## src/rtl/regfile_writeback_pkg.sv

```systemverilog
// Shared types and constants for the register-file writeback queue.
package regfile_writeback_pkg;

    localparam logic [4:0] REG_ZERO = 5'd0;
    localparam int         WB_DEPTH = 4;

    typedef struct packed {
        logic [4:0]  wreg;
        logic [31:0] data;
    } wb_entry_t;

endpackage

```

## src/rtl/wb_fifo.sv

```systemverilog
// Synchronous FIFO of pending writebacks; exposes its entries and per-slot
// valid bits so the parent can compare them against decode read addresses.
module wb_fifo
    import regfile_writeback_pkg::*;
#(
    parameter int DEPTH = WB_DEPTH
) (
    input  logic                         clk,
    input  logic                         rst,
    input  logic                         push,
    input  logic                         pop,
    input  wb_entry_t                    din,
    output wb_entry_t                    head,
    output logic                         full,
    output logic                         empty,
    output logic [$clog2(DEPTH):0]       count,
    output wb_entry_t [DEPTH-1:0]        entries,
    output logic [DEPTH-1:0]             valid
);

    localparam int PW = $clog2(DEPTH);
    localparam int CW = PW + 1;

    logic [PW-1:0]         wptr;
    logic [PW-1:0]         rptr;
    wb_entry_t [DEPTH-1:0] mem;
    logic                  do_push;
    logic                  do_pop;

    assign full    = (count == CW'(DEPTH));
    assign empty   = (count == '0);
    assign do_push = push && !full;
    assign do_pop  = pop && !empty;
    assign head    = mem[rptr];
    assign entries = mem;

    // DEPTH is a power of two, so the pointers wrap by plain overflow.
    always_ff @(posedge clk or negedge rst) begin
        if (!rst) begin
            wptr  <= '0;
            rptr  <= '0;
            count <= '0;
            valid <= '0;
        end else begin
            if (do_pop) begin
                rptr        <= rptr + 1'b1;
                valid[rptr] <= 1'b0;
            end
            if (do_push) begin
                wptr        <= wptr + 1'b1;
                valid[wptr] <= 1'b1;
            end
            count <= count + CW'(do_push) - CW'(do_pop);
        end
    end

    // Payload storage is left uncleared; only the valid state is reset.
    always_ff @(posedge clk) begin
        if (do_push) begin
            mem[wptr] <= din;
        end
    end

endmodule

```

## src/rtl/regfile_writeback.sv

```systemverilog
// Writeback queue in front of the register file: drops r0 writes, commits in
// order whenever the port is free, and flags decode reads of pending registers.
module regfile_writeback
    import regfile_writeback_pkg::*;
#(
    parameter int DEPTH = WB_DEPTH
) (
    input  logic                   clk,
    input  logic                   rst,
    input  logic                   req_valid,
    output logic                   req_ready,
    input  logic [4:0]             req_reg,
    input  logic [31:0]            req_data,
    input  logic                   wb_hold,
    input  logic [4:0]             rr1,
    input  logic [4:0]             rr2,
    output logic                   rt_hazard,
    output logic                   rs_hazard,
    output logic                   wren,
    output logic [4:0]             wr,
    output logic [31:0]            wd,
    output logic [$clog2(DEPTH):0] count
);

    wb_entry_t             din;
    wb_entry_t             head;
    wb_entry_t [DEPTH-1:0] entries;
    logic [DEPTH-1:0]      valid;
    logic                  full;
    logic                  empty;
    logic                  push;

    assign req_ready = !full;
    assign push      = req_valid && req_ready && (req_reg != REG_ZERO);
    assign din       = '{wreg: req_reg, data: req_data};

    assign wren = !empty && !wb_hold;
    assign wr   = empty ? '0 : head.wreg;
    assign wd   = empty ? '0 : head.data;

    wb_fifo #(.DEPTH(DEPTH)) u_fifo (
        .clk     (clk),
        .rst     (rst),
        .push    (push),
        .pop     (wren),
        .din     (din),
        .head    (head),
        .full    (full),
        .empty   (empty),
        .count   (count),
        .entries (entries),
        .valid   (valid)
    );

    always_comb begin
        rt_hazard = 1'b0;
        rs_hazard = 1'b0;
        for (int i = 0; i < DEPTH; i++) begin
            if (valid[i] && (rr1 != REG_ZERO) && (entries[i].wreg == rr1)) begin
                rt_hazard = 1'b1;
            end
            if (valid[i] && (rr2 != REG_ZERO) && (entries[i].wreg == rr2)) begin
                rs_hazard = 1'b1;
            end
        end
    end

endmodule

```

## config.mk

```make
export PLATFORM = sky130hd
export DESIGN_NAME = regfile_writeback
export DESIGN_NICKNAME = d
export VERILOG_FILES = /design/src/rtl/regfile_writeback_pkg.sv /design/src/rtl/wb_fifo.sv /design/src/rtl/regfile_writeback.sv
export SDC_FILE = /design/constraint.sdc
export NUM_CORES = 1
export LEC_CHECK = 0
export ABC_AREA = 1
export BUFFER_PORTS_ARGS = -buffer_cell sky130_fd_sc_hd__buf_2
export CORE_MARGIN = 8
export CORE_UTILIZATION = 33
export DETAILED_ROUTE_END_ITERATION = 10
export GPL_TIMING_DRIVEN = 0
export PLACE_DENSITY = 0.61
export SETUP_SLACK_MARGIN = 0.15
export SLEW_MARGIN = 10
export SYNTH_ARGS = -nofsm -noshare
export SYNTH_HDL_FRONTEND = slang
export SYNTH_SLANG_ARGS = --single-unit
```

## constraint.sdc

```tcl
create_clock -name clk -period 2.83 [get_ports clk]
set_clock_uncertainty 0.15 [all_clocks]
set_input_delay 0.1415 -clock clk [delete_from_list [all_inputs] [get_ports clk]]
set_output_delay 0.1415 -clock clk [all_outputs]
set_load 0.02 [all_outputs]
```

After elaboration in Yosys (flattened, before gate mapping)

Cells that the tools add are included.

Bits of input ports: 51
Output and inout bits: 44
Register bits after elaboration: 159

Magnitude comparators: 4
Bitwise gates (word level): 3
Add/sub/neg operators: 4
Equal/unequal tests: 9
Reduce and logical (&&, ||, !) cells: 30
Muxes and demuxes: 21

Operators with widths:

| kind                | count |
|---|---|
| $bwmux 148          | 1 |
| $bmux 37 s2         | 1 |
| $demux 37 s2        | 1 |
| $mux 37             | 2 |
| $eq 5x5->1          | 8 |
| $mux 32             | 1 |
| $logic_and 1x1->1   | 23 |
| $reduce_bool 5->1   | 3 |
| $mux 1              | 10 |
| $mux 4              | 2 |
| $lt 2x3->1 const B  | 2 |
| $mux 5              | 1 |
| $add 2x1->2 const B | 2 |
| $and 4x4->4         | 1 |
| $demux 1 s2         | 2 |
| $ge 2x1->1 const B  | 2 |
| $not 4->4           | 1 |
| $or 4x4->4          | 1 |
| $add 3x1->3         | 1 |
| $eq 3x3->1 const B  | 1 |
| $logic_not 1->1     | 3 |
| $logic_not 3->1     | 1 |
| $sub 3x1->3         | 1 |

Longest topological paths before layout

Depth in word-level cells: 9
Depth in mapped cells: 10
Gate-level depth less buffers: 10

Modules after synthesis

From an unflattened synthesis, not the netlist that was laid out.

Cell total of the unflattened synthesis: 745
Area, all modules: 7290.7 sq um

Modules (own cells, without submodules):

| module            | area an instance (sq um) | cells each | times used |
|---|---|---|---|
| wb_fifo           | 6226.0                   | 469        | 1 |
| regfile_writeback | 1064.8                   | 276        | 1 |

Least setup slack after synthesis

OpenSTA, ideal clock, no wires.

Path kind: register to register
From: register u_fifo.count[1]
To: register u_fifo.mem, in the netlist u_fifo.entries[0] (enable)
Slack: -0.365 ns
Cell stages (with the launch flop): 5
Arrival time: 2.614 ns
Path buffers: 0
Cells stage by stage: dfrtp_1 -> inv_1 -> nand3_1 -> nand3_2 -> nor2_1

Longest elaborated chain between the ends: 5

RTL lines:

| what                           | RTL line                | text |
|---|---|---|
| start, declared                | wb_fifo.sv:16           | `output logic [$clog2(DEPTH):0] count,` |
| start signal, assigned         | wb_fifo.sv:53           | `count <= count + CW'(do_push) - CW'(do_pop);` |
| $eq 3x3->1 (*)                 | wb_fifo.sv:30           | `assign full = (count == CW'(DEPTH));` |
| $logic_not 1->1 (*)            | regfile_writeback.sv:33 | `assign req_ready = !full;` |
| net req_ready                  | regfile_writeback.sv:11 | `output logic req_ready,` |
| $logic_and 1x1->1 (2 in a row) | regfile_writeback.sv:34 | `assign push = req_valid && req_ready && (req_reg != REG_ZERO);` |
| $logic_and 1x1->1 (*)          | wb_fifo.sv:32           | `assign do_push = push && !full;` |
| end signal, assigned by index  | wb_fifo.sv:60           | `mem[wptr] <= din;` |
| end, declared                  | wb_fifo.sv:26           | `wb_entry_t [DEPTH-1:0] mem;` |

Mark *: on every way through the listed nets, which the timed path passes. The rest lies on a longest branch.
A chain may end at the register's enable or synchronous reset.

Final worst setup path

From: register u_fifo.rptr[0]
To: output wd[31]

Longest elaborated chain between the ends: 3

RTL lines:

| what                          | RTL line                | text |
|---|---|---|
| start, declared               | wb_fifo.sv:25           | `logic [PW-1:0] rptr;` |
| start signal, assigned        | wb_fifo.sv:46           | `rptr <= rptr + 1'b1;` |
| $bmux 37 s2                   | wb_fifo.sv:34           | `assign head = mem[rptr];` |
| $mux 37 (not written as such) | wb_fifo.sv:34           |  |
| $mux 32                       | regfile_writeback.sv:39 | `assign wd = empty ? '0 : head.data;` |
| end, declared                 | regfile_writeback.sv:21 | `output logic [31:0] wd,` |

No other way between the ends. The select of a mux whose other input is x is not followed.

==> results.md <==
* Critical Path End Type: output pin
* Worst-Skew Late Latency at 0.42 ns
* Final Instance Area at 8940 µm²
* DPL Wire Length at 12.38 mm
* Startpoint class of the critical path: flop
* Initial detailed-routing violation count at 323
* Antenna cell count at 0
* Fin nets at 901
* Highest metal used: met4
* RSZ-0062 raised after global routing: no
* First-pass GRT wire length at 29.41 mm
* I/O Buffers at 94
* Fin crit share at 89.24%
* Initial antenna violation count at 0
* Setup CP Type: reg2out
* Post-synthesis sequential area ratio at 66.93%
* Largest net degree at the start of global routing at 22
* Hold WC Path Type: in2reg
* Comb pwr share at 42.6%
* Layout area overhead at 26.77%
* Synth Register Bits at 159
* Syn Area/Cell at 10.32 µm²
* FF-to-FF path depth at 5
* Reg2reg setup slack at 0.54 ns
* Switch Pwr at 3841 µW
* Post-route setup slack at 0.3046 ns
* Reg-to-reg endpoint: u_fifo.entries[37]
* Hold Startpoint: req_valid
* Dpl cell area at 7984 µm²
* Share of layout cells above drive strength 1 at 17.61%
* Most frequent cells in the layout: nor2_1, edfxtp_1, nand2_1
* Post-synthesis cell count at 683
* Cell mode on critical path: buf_2
* Slew Limit Fails at 0
* Worst slew pin tran at 0.7368 ns
* Routed len/inst at 16.59 µm
* Pwr Density at 1065 nW/µm²
* CP required at 2.54 ns
* Hold path depth at 3
* Simple-gate portion of the synthesized area at 16.64%
* Final hold slack at 0.08726 ns
* Initial Util at 33.55%
* Int Pwr at 5679 µW
* Max transition margin at 50.76%
* Sw Share at 40.35%
* DRT met1 WL at 8.505 mm
* Synth cell types at 23
* Power, Total at 9520 µW
* Critical path fanouts, max at 10
* Vias post-DR at 5277
* Rows at 53
* Seq pwr share at 34.7%
* Number of global-route vias before repair at 5545
* Die width at 162.2 µm
* Worst path slowest cell: dfrtp_1
* Max Root-Sink Buffers at 2
* H-tree Lvls at 4
* Outcome: finished clean
* Mapped Nets at 744
* # fillers at 2009
* Top delay family on crit path: buffers and inverters
* Buf/Inv on CP at 4
* Vias per Instance at 4.682
* Drc violations at 0
* Wirelength, routed at 18.69 mm
* Crit-path cells: inv_2 -> buf_2 -> clkbuf_2 -> o21ai_0 -> a21oi_1 -> buf_2
* Met3 routed WL at 1.000 mm
* Worst min-delay path endpoint: u_fifo.wptr[0]
* Clock buffer count from CTS at 17
* Post-synthesis xor/xnor area fraction at 0.4968%
* DIE HEIGHT at 162.2 µm
* Fin Setup TNS at 0 ns
* Setup bufs post-CTS at 0
* I/O Pins at 95
* Pleak at 0.003600 µW
* Crit-path max cell delay at 0.44 ns
* Fmax at 396.0 MHz
* Setup violators final at 0
* Area of the mapped netlist at 7052 µm²
* Reg-to-Reg Start: u_fifo.count[1]
* CTS tree: yes
* Placer Congestion at 0.9022
* CORE AREA at 21020 µm²
* Die area at 26300 µm²
* Compound-Gate Fraction of Synth Area at 9.404%
* TritonCTS Sinks at 159
* GRT Total Usage at 14.68%
* CTS root buf: clkbuf_16
* Pre-CTS setup slack at 0.5093 ns
* Final Hold Fails at 0
* Synth Warn # at 0
* Antenna violation net count after detailed routing at 0
* Mux cell area share after synthesis at 0%
* Routed wl met2 at 9.039 mm
* CTS clk-pin slew, worst paths at 0.06 ns
* Commonest non-fill, non-tap cell in the layout: nor2_1
* Congestion Overflow GR at 0
* Min cycle time layout at 2.525 ns
* DR pass1 iterations at 5
* Clock group share of total power at 22.8%
* VDD IR max at 0.0006914 V
* # Max-Cap Violations at 0
* Crit path arrival time at 2.23 ns
* Adder-cell share of the synthesized area at 1.881%
* Largest family of logic cells by synthesized area: simple AND/OR/NAND/NOR gates
==> metal layers <==
layer / global-route usage, % / up-vias
met1: 18.40 / 2502
met4: 4.209 / 0
met2: 24.74 / 145
met3: 3.518 / 16
met5: 0 / -
li1: - / 2614
==> cells by family (layout without fill, tap and decap cells) <==
family,Yosys count,in the layout
adder cells (fa/ha/maj),10,10
AND/OR/NAND/NOR,306,306
AO/OA/AOI/OAI,132,132
XOR/XNOR,4,4
flip-flops,159,159
buffers and inverters,72,241
==> power groups by stage <==
stage	Sequential (µW)	Clock [µW]	Combinational, µW
floorplan	3340	0	2520
global placement	3390	0	3920
detailed placement	3350	0	4080
CTS	3300	2210	4140
global route	3350	2310	4500
finish	3300	2170	4050
==> registers in the layout, summed over array words and instances, names as in the netlist <==
register,cells
u_fifo.rptr,2
u_fifo.valid,4
u_fifo.wptr,2
u_fifo.count,3
u_fifo.entries,148
==> layout make-up <==
type                       count  area (µm²)  area share, %
timing repair buffer         138       958.4          10.72
clock inverter                10       115.1          1.288
tap                          275       344.1          3.849
inverter                      45       168.9          1.889
sequential                   159        4720          52.79
multi-input combinational    452        2034          22.76
buffer                        27       158.9          1.777
clock buffer                  21       440.4          4.927
==> synth_stat cells <==
library cell / count / area share (%)
xor2_1: 3 / 0.37
nor3_1: 3 / 0.21
inv_1: 43 / 2.3
clkbuf_2: 3 / 0.21
edfxtp_1: 148 / 63
nand2_1: 120 / 6.4
fa_1: 1 / 0.28
a21oi_1: 47 / 3.3
nand3_2: 1 / 0.14
buf_2: 10 / 0.71
ha_1: 9 / 1.6
dfrtp_1: 11 / 3.9
inv_2: 2 / 0.11
o21ai_1: 27 / 1.9
buf_4: 1 / 0.11
clkbuf_1: 5 / 0.27
o21bai_1: 1 / 0.11
nor2_1: 170 / 9.0
buf_1: 3 / 0.16
o21ai_0: 57 / 4.0
buf_6: 5 / 0.80
xnor2_1: 1 / 0.12
nand3_1: 12 / 0.85
==> worst min-delay path, cell delays in order <==
cell and delay (ns):
buf_2 0.11, nand3_2 0.26, xor2_1 0.11
==> per-stage QoR <==
stage	cells	util, %
after floorplan	683	-
after global placement	1052	37.42
after detailed placement	1056	37.98
after CTS	1127	42.53
after global routing	1127	42.53
final	1127	42.53
==> repair_timing <==
item                                    CTS  global route
endpoints found under the setup margin    0             0
hold buffers                             40             0
resized for setup                         0             0
endpoints found under the hold margin   161             0
==> worst max path at each step <==
| stage | start | to | slack, ns | cells after the start |
|---|---|---|---|---|
| floorplan | u_fifo.count[1] | u_fifo.entries[0] | -0.36 | 4 |
| global placement | u_fifo.count[1] | u_fifo.entries[125] | -1.59 | 4 |
| detailed placement | u_fifo.count[1] | u_fifo.entries[51] | 0.51 | 5 |
| CTS | u_fifo.count[1] | wd[30] | 0.29 | 6 |
| global route | u_fifo.count[0] | wd[30] | 0.17 | 6 |
| finish | u_fifo.rptr[0] | wd[31] | 0.30 | 6 |
Power figures use the tool's default switching activity.
